==> src/rtl/pcileech_hyperhub_rstctl_pkg.sv <==
// ---------------------------------------------------------------------------
// pcileech_hyperhub_rstctl_pkg
// Shared definitions for the PCIeHyperHub board reset / button controller:
//   - rstctl_state_t : reset sequencer states (HOLD=0, RUN=1, PRESSED=2,
//                      LONGHELD=3)
//   - DEF_*          : default cycle constants for a 100 MHz clock
// ---------------------------------------------------------------------------
package pcileech_hyperhub_rstctl_pkg;

  typedef enum logic [1:0] {
    HOLD     = 2'd0,
    RUN      = 2'd1,
    PRESSED  = 2'd2,
    LONGHELD = 2'd3
  } rstctl_state_t;

  // 10 ms of stable button level at 100 MHz
  localparam int DEF_DEBOUNCE_CYCLES  = 1000000;
  // Minimum reset pulse seen by the downstream stages
  localparam int DEF_RST_HOLD_CYCLES  = 64;
  // 5 s press requests a configuration reload
  localparam int DEF_LONGPRESS_CYCLES = 500000000;
  // Uptime bit that drives the power-on blink
  localparam int DEF_BLINK_BIT        = 24;

endpackage

==> src/rtl/pcileech_hyperhub_debounce.sv <==
// ---------------------------------------------------------------------------
// pcileech_hyperhub_debounce
// Two-flop synchronizer plus counting debouncer for one active-low button.
// The debounced level only follows the synchronized sample after it has
// differed for DEBOUNCE_CYCLES consecutive clocks.
// Ports:
//   clk       in  system clock
//   rst_n     in  asynchronous active-low reset
//   i_raw_n   in  raw button, active-low, asynchronous to clk
//   o_pressed out debounced button, 1 = pressed
// ---------------------------------------------------------------------------
module pcileech_hyperhub_debounce
  import pcileech_hyperhub_rstctl_pkg::*;
#(
  parameter int DEBOUNCE_CYCLES = DEF_DEBOUNCE_CYCLES
) (
  input  logic clk,
  input  logic rst_n,
  input  logic i_raw_n,
  output logic o_pressed
);

  localparam int CW = (DEBOUNCE_CYCLES > 1) ? $clog2(DEBOUNCE_CYCLES) : 1;
  localparam logic [CW-1:0] CNT_LAST = CW'(DEBOUNCE_CYCLES - 1);
  localparam logic [CW-1:0] CNT_ONE  = CW'(1);

  logic [1:0]    r_sync;
  logic          r_state;
  logic [CW-1:0] r_cnt;

  // Bring the raw button into the clk domain; flops idle at the released
  // level so a reset never looks like a press.
  always_ff @(posedge clk or negedge rst_n) begin
    if (!rst_n) begin
      r_sync <= 2'b11;
    end else begin
      r_sync <= {r_sync[0], i_raw_n};
    end
  end

  // Count how long the synchronized sample has disagreed with the debounced
  // level; any agreement restarts the count, so short glitches die out.
  always_ff @(posedge clk or negedge rst_n) begin
    if (!rst_n) begin
      r_state <= 1'b1;
      r_cnt   <= '0;
    end else if (r_sync[1] == r_state) begin
      r_cnt <= '0;
    end else if (r_cnt == CNT_LAST) begin
      r_state <= ~r_state;
      r_cnt   <= '0;
    end else begin
      r_cnt <= r_cnt + CNT_ONE;
    end
  end

  assign o_pressed = ~r_state;

endmodule

==> src/rtl/pcileech_hyperhub_rstctl.sv <==
// ---------------------------------------------------------------------------
// pcileech_hyperhub_rstctl
// Board reset and button controller: debounces the reset and LED-invert
// buttons, sequences a minimum-length synchronous system reset, flags a long
// press as a config reload request, and keeps an uptime counter that also
// drives the power-on LED blink.
// Optional build macro: HYPERHUB_PERST_RST_EN -- when defined, a synchronized
// PCIe PERST# low also forces and holds the system reset.
// Ports:
//   clk              in   system clock, 100 MHz
//   rst_n            in   asynchronous active-low reset
//   i_user_sw_rst_n  in   raw reset button, active-low
//   i_user_sw_inv_n  in   raw LED-invert button, active-low
//   i_pcie_perst_n   in   raw PCIe PERST#, active-low
//   o_sys_rst        out  synchronous active-high reset to downstream stages
//   o_cfg_reload     out  single-cycle pulse on long press
//   o_led_invert     out  LED invert / power-on blink
//   o_uptime         out  cycles since o_sys_rst last deasserted
//   o_btn_rst_db     out  debounced reset button, 1 = pressed
// ---------------------------------------------------------------------------
module pcileech_hyperhub_rstctl
  import pcileech_hyperhub_rstctl_pkg::*;
#(
  parameter int DEBOUNCE_CYCLES  = DEF_DEBOUNCE_CYCLES,
  parameter int RST_HOLD_CYCLES  = DEF_RST_HOLD_CYCLES,
  parameter int LONGPRESS_CYCLES = DEF_LONGPRESS_CYCLES,
  parameter int BLINK_BIT        = DEF_BLINK_BIT
) (
  input  logic        clk,
  input  logic        rst_n,
  input  logic        i_user_sw_rst_n,
  input  logic        i_user_sw_inv_n,
  input  logic        i_pcie_perst_n,
  output logic        o_sys_rst,
  output logic        o_cfg_reload,
  output logic        o_led_invert,
  output logic [63:0] o_uptime,
  output logic        o_btn_rst_db
);

  localparam int HW = $clog2(RST_HOLD_CYCLES + 1);
  localparam logic [HW-1:0] HOLD_LAST  = HW'(RST_HOLD_CYCLES - 1);
  localparam logic [HW-1:0] HOLD_ONE   = HW'(1);
  localparam logic [31:0]   PRESS_LAST = 32'(LONGPRESS_CYCLES - 1);

  rstctl_state_t r_state;
  rstctl_state_t w_state_next;
  logic [HW-1:0] r_hold_cnt;
  logic [HW-1:0] w_hold_next;
  logic [31:0]   r_press_cnt;
  logic [31:0]   w_press_next;
  logic          w_cfg_reload;
  logic          r_sys_rst;
  logic [63:0]   r_uptime;
  logic          r_led_invert;
  logic          w_btn_rst;
  logic          w_btn_inv;
  logic          w_blink;
  logic [1:0]    r_perst_sync;
  logic          w_perst;

  pcileech_hyperhub_debounce #(.DEBOUNCE_CYCLES(DEBOUNCE_CYCLES)) u_db_rst (
    .clk       (clk),
    .rst_n     (rst_n),
    .i_raw_n   (i_user_sw_rst_n),
    .o_pressed (w_btn_rst)
  );

  pcileech_hyperhub_debounce #(.DEBOUNCE_CYCLES(DEBOUNCE_CYCLES)) u_db_inv (
    .clk       (clk),
    .rst_n     (rst_n),
    .i_raw_n   (i_user_sw_inv_n),
    .o_pressed (w_btn_inv)
  );

  // PERST# is only synchronized, never debounced: the host drives it cleanly
  // and a reset request must take effect within a couple of cycles.
  always_ff @(posedge clk or negedge rst_n) begin
    if (!rst_n) begin
      r_perst_sync <= 2'b11;
    end else begin
      r_perst_sync <= {r_perst_sync[0], i_pcie_perst_n};
    end
  end

`ifdef HYPERHUB_PERST_RST_EN
  assign w_perst = ~r_perst_sync[1];
`else
  logic w_perst_unused;
  assign w_perst_unused = r_perst_sync[1];
  assign w_perst        = 1'b0;
`endif

  // Sequencer state and its counters.
  always_ff @(posedge clk or negedge rst_n) begin
    if (!rst_n) begin
      r_state     <= HOLD;
      r_hold_cnt  <= '0;
      r_press_cnt <= '0;
    end else begin
      r_state     <= w_state_next;
      r_hold_cnt  <= w_hold_next;
      r_press_cnt <= w_press_next;
    end
  end

  // Next-state logic. HOLD restarts its count whenever a reset cause is
  // still present, so the hold time is measured from the end of the cause.
  // In PRESSED a release wins over the long-press threshold, and the reload
  // pulse is decoded straight from the threshold cycle so it lasts one clock.
  always_comb begin
    w_state_next = r_state;
    w_hold_next  = r_hold_cnt;
    w_press_next = r_press_cnt;
    w_cfg_reload = 1'b0;
    case (r_state)
      HOLD: begin
        if (w_btn_rst || w_perst) begin
          w_hold_next = '0;
        end else if (r_hold_cnt == HOLD_LAST) begin
          w_state_next = RUN;
          w_hold_next  = '0;
        end else begin
          w_hold_next = r_hold_cnt + HOLD_ONE;
        end
      end
      RUN: begin
        if (w_perst) begin
          w_state_next = HOLD;
          w_hold_next  = '0;
        end else if (w_btn_rst) begin
          w_state_next = PRESSED;
          w_press_next = '0;
        end
      end
      PRESSED: begin
        if (r_press_cnt != '1) begin
          w_press_next = r_press_cnt + 32'd1;
        end
        if (w_perst || !w_btn_rst) begin
          w_state_next = HOLD;
          w_hold_next  = '0;
        end else if (r_press_cnt == PRESS_LAST) begin
          w_cfg_reload = 1'b1;
          w_state_next = LONGHELD;
        end
      end
      LONGHELD: begin
        if (w_perst || !w_btn_rst) begin
          w_state_next = HOLD;
          w_hold_next  = '0;
        end
      end
      default: begin
        w_state_next = HOLD;
        w_hold_next  = '0;
      end
    endcase
  end

  // System reset is a flop so downstream stages see a clean level; it is
  // high in every state except RUN.
  always_ff @(posedge clk or negedge rst_n) begin
    if (!rst_n) begin
      r_sys_rst <= 1'b1;
    end else begin
      r_sys_rst <= (w_state_next != RUN);
    end
  end

  // Uptime restarts on every reset cycle and otherwise free-runs with wrap.
  always_ff @(posedge clk or negedge rst_n) begin
    if (!rst_n) begin
      r_uptime <= '0;
    end else if (r_sys_rst) begin
      r_uptime <= '0;
    end else begin
      r_uptime <= r_uptime + 64'd1;
    end
  end

  // Blink only while all uptime bits above the blink window are still zero,
  // i.e. during the first few blink periods after reset.
  assign w_blink = r_uptime[BLINK_BIT] & (r_uptime[63:BLINK_BIT+3] == '0);

  // LED invert is the invert button toggled by the power-on blink.
  always_ff @(posedge clk or negedge rst_n) begin
    if (!rst_n) begin
      r_led_invert <= 1'b0;
    end else begin
      r_led_invert <= w_btn_inv ^ w_blink;
    end
  end

  assign o_sys_rst    = r_sys_rst;
  assign o_cfg_reload = w_cfg_reload;
  assign o_led_invert = r_led_invert;
  assign o_uptime     = r_uptime;
  assign o_btn_rst_db = w_btn_rst;

endmodule

==> config.mk <==
export PLATFORM = sky130hd
export DESIGN_NAME = pcileech_hyperhub_rstctl
export DESIGN_NICKNAME = d
export VERILOG_FILES = /design/src/rtl/pcileech_hyperhub_rstctl_pkg.sv /design/src/rtl/pcileech_hyperhub_debounce.sv /design/src/rtl/pcileech_hyperhub_rstctl.sv
export SDC_FILE = /design/constraint.sdc
export NUM_CORES = 1
export LEC_CHECK = 0
export ABC_AREA = 1
export CAP_MARGIN = 20
export CELL_PAD_IN_SITES_DETAIL_PLACEMENT = 0
export CELL_PAD_IN_SITES_GLOBAL_PLACEMENT = 1
export CORE_AREA = 2 2 144 146
export DETAILED_ROUTE_END_ITERATION = 8
export DIE_AREA = 0 0 146 148
export PLACE_DENSITY_LB_ADDON = 0.12
export SLEW_MARGIN = 15
export SYNTH_ARGS = -nofsm -noshare
export SYNTH_HDL_FRONTEND = slang
export SYNTH_SLANG_ARGS = --single-unit
==> constraint.sdc <==
create_clock -name clk -period 5 [get_ports clk]
set_clock_uncertainty 0.05 [all_clocks]
set_input_delay 0.5 -clock clk [delete_from_list [all_inputs] [get_ports clk]]
set_output_delay 0.5 -clock clk [all_outputs]
set_load 0.05 [all_outputs]
Word-level counts from Yosys, hierarchy flattened
Cells that the tools add are included.

Flip-flop bits (word level): 153. Input bits: 5. Output and inout port bits: 68.

Add/subtract/negate cells: 5. Equality and inequality tests: 14. Mux-type cells: 22. Bitwise operators: 7. Reductions and logical operators: 8.

Operator list (number): two-way mux 20 bit (4); adder 64 x 1 -> 64 bit (second input constant) (1); two-way mux 32 bit (2); two-way mux 64 bit (1); one-hot mux 32 bit (2 select lines) (1); adder 20 x 1 -> 20 bit (second input constant) (2); equality test 20 bit (second input constant) (2); zero test 37 bit (1); adder 32 x 1 -> 32 bit (second input constant) (1); equality test 32 x 29 -> 1 bit (second input constant) (1); inequality test 32 bit (second input constant) (1); two-way mux 7 bit (3); one-hot mux 7 bit (2 select lines) (1); two-way mux 2 bit (6); one-hot mux 2 bit (4 select lines) (1); adder 7 x 1 -> 7 bit (second input constant) (1); equality test 7 x 6 -> 1 bit (second input constant) (1); AND reduction 2 bit (3); NOT 1 bit (5); equality test 2 bit (second input constant) (2); inequality test 2 x 1 -> 1 bit (second input constant) (2); inequality test 2 bit (second input constant) (2); two-way mux 1 bit (3); AND reduction 3 bit (1); other kinds (7) (8).

Logic depth before layout (Yosys ltp)
Word-level depth: 5. Mapped depth: 11.

Cells and area by module
A second synthesis with hierarchy kept.

Cells, all modules: 1367. Area total of the unflattened synthesis: 9290.2 um^2.

By module, submodules not included: pcileech_hyperhub_rstctl (instances 1, cells each 1045, area each 6752.7 um^2, seq. area each 2678.8 um^2); pcileech_hyperhub_debounce (instances 2, cells each 161, area each 1268.7 um^2, seq. area each 579.3 um^2).

Least setup slack after synthesis
No wires, ideal clock.

Path kind: flip-flop to output port. Start: register u_db_rst.r_state. End: output port o_cfg_reload. Arrival time: 1.840 ns. Data required time: 4.450 ns. Path slack: 2.610 ns. Stages on the path, launching flop included: 6. Path buffers: 0. Cell sequence: dfstp_2 inv_1 nand2_1 nor3_1 nand3_1 nor2_1.

Word-level cells in the longest chain between the ends: 2.

RTL lines: start, declared (line pcileech_hyperhub_debounce.sv:28) `logic r_state;`; start signal, assigned (line pcileech_hyperhub_debounce.sv:50) `r_state <= ~r_state;`; two-way mux 1 bit (line pcileech_hyperhub_rstctl.sv:140) `if (w_perst || !w_btn_rst) begin`; two-way mux 1 bit (line pcileech_hyperhub_rstctl.sv:116) `case (r_state)`; end, declared (line pcileech_hyperhub_rstctl.sv:35) `output logic o_cfg_reload,`.

No other way between the ends.

Final worst setup path
Start: register r_press_cnt[0]. End: output port o_cfg_reload.

Word-level cells in the longest chain between the ends: 4.

RTL lines: start, declared (line pcileech_hyperhub_rstctl.sv:50) `logic [31:0] r_press_cnt;`; start signal, assigned (line pcileech_hyperhub_rstctl.sv:103) `r_press_cnt <= w_press_next;`; equality test 32 x 29 -> 1 bit (line pcileech_hyperhub_rstctl.sv:143) `end else if (r_press_cnt == PRESS_LAST) begin`; two-way mux 1 bit (line pcileech_hyperhub_rstctl.sv:143); two-way mux 1 bit (line pcileech_hyperhub_rstctl.sv:140); two-way mux 1 bit (line pcileech_hyperhub_rstctl.sv:116).

No other way between the ends.

==> parameters.txt <==
Parameter                              Value

Run status
  Status ... finished, final reports clean

Power
  Net load switching power ... slightly below 0.6 mW
  Total power of the final layout ... 2.60 mW
  Leakage ... 4.08 nW
  Maximum vdd drop ... 0.000225 V
  Fraction of power spent switching nets ... 0.228
  Design internal power ... 2.01 mW
  Pwr dens ... ~240 nW/um^2
  Portion of total power attributed to the clock network ... 0.503
  Power share of the sequential group ... 0.480
  Share of power burned in combinational logic ... 0.017

Cells and area
  Share of layout cells above drive strength 1 ... 0.0527
  Post-synthesis to final-layout area growth ... 17.4%
  Net count, final ... about 1400
  Final std cells w/o fill ... approximately 1700
  Diodes inserted ... 0

Clock network
  # resized after CTS ... 0
  Cell at the root of the clock tree ... clkbuf_16
  Number of buffers inserted to repair setup after CTS ... 0
  Clock H-tree levels ... 4
  Post-CTS Hold Fix Bufs ... 0
  Worst skew pair latency ... 0.44 ns
  Cts bufs inserted ... 17
  Clock tree from TritonCTS ... done
  Max clock buf depth ... 2
  Clock transition at the register clock pins on the worst setup and hold paths after CTS ... about 0.070 ns
  Number of sinks on the clock net ... 153

Logic synthesis
  Count of unique library cells instantiated by Yosys ... 36
  Synthesized cell area ... just over 9000 sq um
  Yosys warns ... 0
  Number of flip-flops and latches in the synthesized netlist ... 153
  Number of standard cells after synthesis ... ~1400
  Net count after synthesis ... around 1400
  Mean instance size in the synthesized netlist ... 6.75 sq um
  Sequential fraction of the synthesis area ... 0.421

Detailed routing
  Vias ... a little under 9000
  First-iteration detailed-routing DRC count ... 603
  WL/cell ... approximately 15 um
  Total Wirelength ... 25700 um
  Pre-Repair DR Iteration Count ... 5
  Residual DRC ... 0
  Vias per Instance ... between 5 and 6
  Count of antenna-violating nets left after detailed routing ... 0

Timing
  Slew Limit Fails ... 0
  Final Hold Vio Count ... 0
  Total negative slack for setup checks ... 0 ns
  Fin worst setup slack ... between 1.5 and 2 ns
  Final period util ... 0.650
  Setup repair after global routing missed its margin ... false
  Max Freq ... 307 MHz
  Shortest period the worst path allows ... 3.25 ns
  Worst slew margin ... 0.446
  Final setup violation count ... 0
  Worst-Margin Slew ... just over 0.8 ns

Job
  Count of maximum capacitance violations ... 0

Floorplanning
  Count of boundary I/O pins ... 73
  Initial Util ... 0.455
  Area of the core region ... approximately 20000 sq um
  Area enclosed by the die boundary ... approximately 22000 sq um
  Die outline height ... around 150 um
  Horizontal extent of the die ... ~150 um
  Standard-cell row count ... 52

Worst setup path
  Critical path capture point type ... output pin
  Kind of start point of the critical path ... flop
  Worst Setup Path Type ... reg -> out
  Data arrival time of the critical path ... between 2 and 3 ns
  Required time of the worst setup path ... roughly 4.5 ns
  Biggest fanout along the worst timing path ... 7

Global route
  Global-route wire length before repair ... 42400 um
  Initial antenna violation count ... 0
  Aggregate global routing overflow ... 0
  Maximum number of pins on one net before global-route repair ... 84
  Total global routing track utilization ... 0.247
  Vias in the first global route ... 8154

Placed design
  Post-placement cell count ... between 1500 and 2000
  HPWL reported at the end of detailed placement ... ~20000 um
  Routability Congestion ... about 0.92
  Setup slack at placement ... approximately 2.2 ns
  Number of port buffers ... 71

Hold path
  Worst min path class ... in -> async
## registers in the layout, indices dropped and copies added (netlist names), 2 cells and up
register,count
u_db_rst.r_cnt,20
r_state,2
u_db_rst.r_sync,2
u_db_inv.r_sync,2
u_db_inv.r_cnt,20
r_hold_cnt,7
r_press_cnt,32
o_uptime,64
## worst paths after layout
| kind | cells after the start | endpoint | from | slack (ns) |
|---|---|---|---|---|
| max | 8 | o_cfg_reload | r_press_cnt[0] | 1.75 |
| min | 1 | o_uptime[36] | rst_n | 0.07 |
| max reg2reg | 9 | r_press_cnt[2] | r_press_cnt[0] | 2.72 |
| min reg2reg | 0 | u_db_inv.r_sync[1] | u_db_inv.r_sync[0] | 0.30 |
| max in group asynchronous | 2 | o_sys_rst | rst_n | 3.73 |
| min in group clk | 0 | u_db_inv.r_sync[1] | u_db_inv.r_sync[0] | 0.30 |
## power by group through the flow
stage | clock [mW] | combinational, mW | sequential (mW)
3_5_place_dp | 0 | 0.0464 | 1.27
4_1_cts | 1.34 | 0.0462 | 1.25
5_1_grt | 1.39 | 0.0530 | 1.25
2_1_floorplan | 0 | 0.0128 | 1.27
6_report | 1.31 | 0.0441 | 1.25
3_3_place_gp | 0 | 0.0455 | 1.27
## routing by layer
metal | global-route usage | routed length (um)
met1 | 0.348 | 12100
met2 | 0.397 | 11800
met3 | 0.0377 | 1320
met4 | 0.0709 | 445
met5 | 0 | 0
## worst max-delay path, stage by stage (launching register included)
cell	delay (ns)
dfrtp_1	0.46
ha_1	0.26
nand2_1	0.12
nor2_4	0.16
nand2_2	0.11
inv_1	0.12
nand3_1	0.11
nor2_1	0.12
clkdlybuf4s50_1	0.81
## cells in the final DEF (no fill, tap or decap), types with 3 or more instances in the layout
master / n
xor2_1: 36
and3_1: 4
clkbuf_16: 17
o21ai_2: 9
nor2_1: 333
nand4_1: 30
xnor2_1: 8
nor2_4: 4
buf_4: 4
nand3_1: 90
nand2_2: 4
nor3_1: 18
inv_6: 3
dfrtp_1: 146
a21oi_1: 21
ha_1: 5
dfstp_2: 7
o21ai_0: 45
nor2_2: 11
clkdlybuf4s50_1: 70
o21ai_1: 7
nand2_1: 418
inv_1: 119
nand3b_1: 3
## through the flow
| stage | utilization | cell area [sq um] | hold slack (ns) |
|---|---|---|---|
| finish | 0.534 | 10700 | 0.0666 |
| global route | 0.534 | 10700 | 0.136 |
| CTS | 0.534 | 10700 | 0.100 |
| detailed placement | 0.505 | 10100 | 0.300 |
| global placement | 0.505 | 10100 | 0.297 |
| floorplan | - | 9120 | 0.154 |
## cells by family (layout without fill, tap and decap cells)
family,count (synthesis),in the layout,share of synthesized area
xor gates and xnor gates,44,44,0.0422
AOI/OAI and AO/OA,91,91,0.0558
adders and majority gates,5,5,0.00686
buffers and inverters,137,228,0.0586
DFF,153,153,0.421
and+or+nand+nor,922,922,0.416
## layout make-up
type	count	area (sq um)
inverter	121	454
clock inverter	12	140
sequential	153	3840
timing repair buffer	75	742
tap	270	338
fill	2073	9330
multi-input combinational	1062	4750
clock buffer	20	447
## cell usage after synthesis
cell type	instances	area share
nand3_2	2	0.0022
nor2_1	333	0.14
nand3b_1	3	0.0025
nand2_1	418	0.17
a211oi_1	1	0.00082
o21ai_0	45	0.025
or2_2	1	0.00069
inv_1	119	0.049
buf_6	1	0.0012
inv_2	2	0.00082
nor3_1	18	0.0099
nand3_1	90	0.049
buf_2	1	0.00055
a31oi_1	2	0.0014
a21o_1	1	0.00082
buf_4	3	0.0025
clkbuf_1	11	0.0045
o21a_1	2	0.0016
nand2_2	4	0.0027
dfrtp_1	146	0.40
o21ai_2	9	0.0086
and3_1	4	0.0027
nor4_1	1	0.00069
nor2_4	4	0.0049
dfstp_2	7	0.020
nor2_2	11	0.0075
nor3b_1	2	0.0016
nand2_4	1	0.0012
nand4_1	30	0.021
a21boi_0	1	0.00082
o21ai_1	7	0.0038
a21oi_1	21	0.012
xnor2_1	8	0.0077
o21bai_1	2	0.0016
ha_1	5	0.0069
xor2_1	36	0.035
Note: power is estimated with default switching activity, not from simulation.
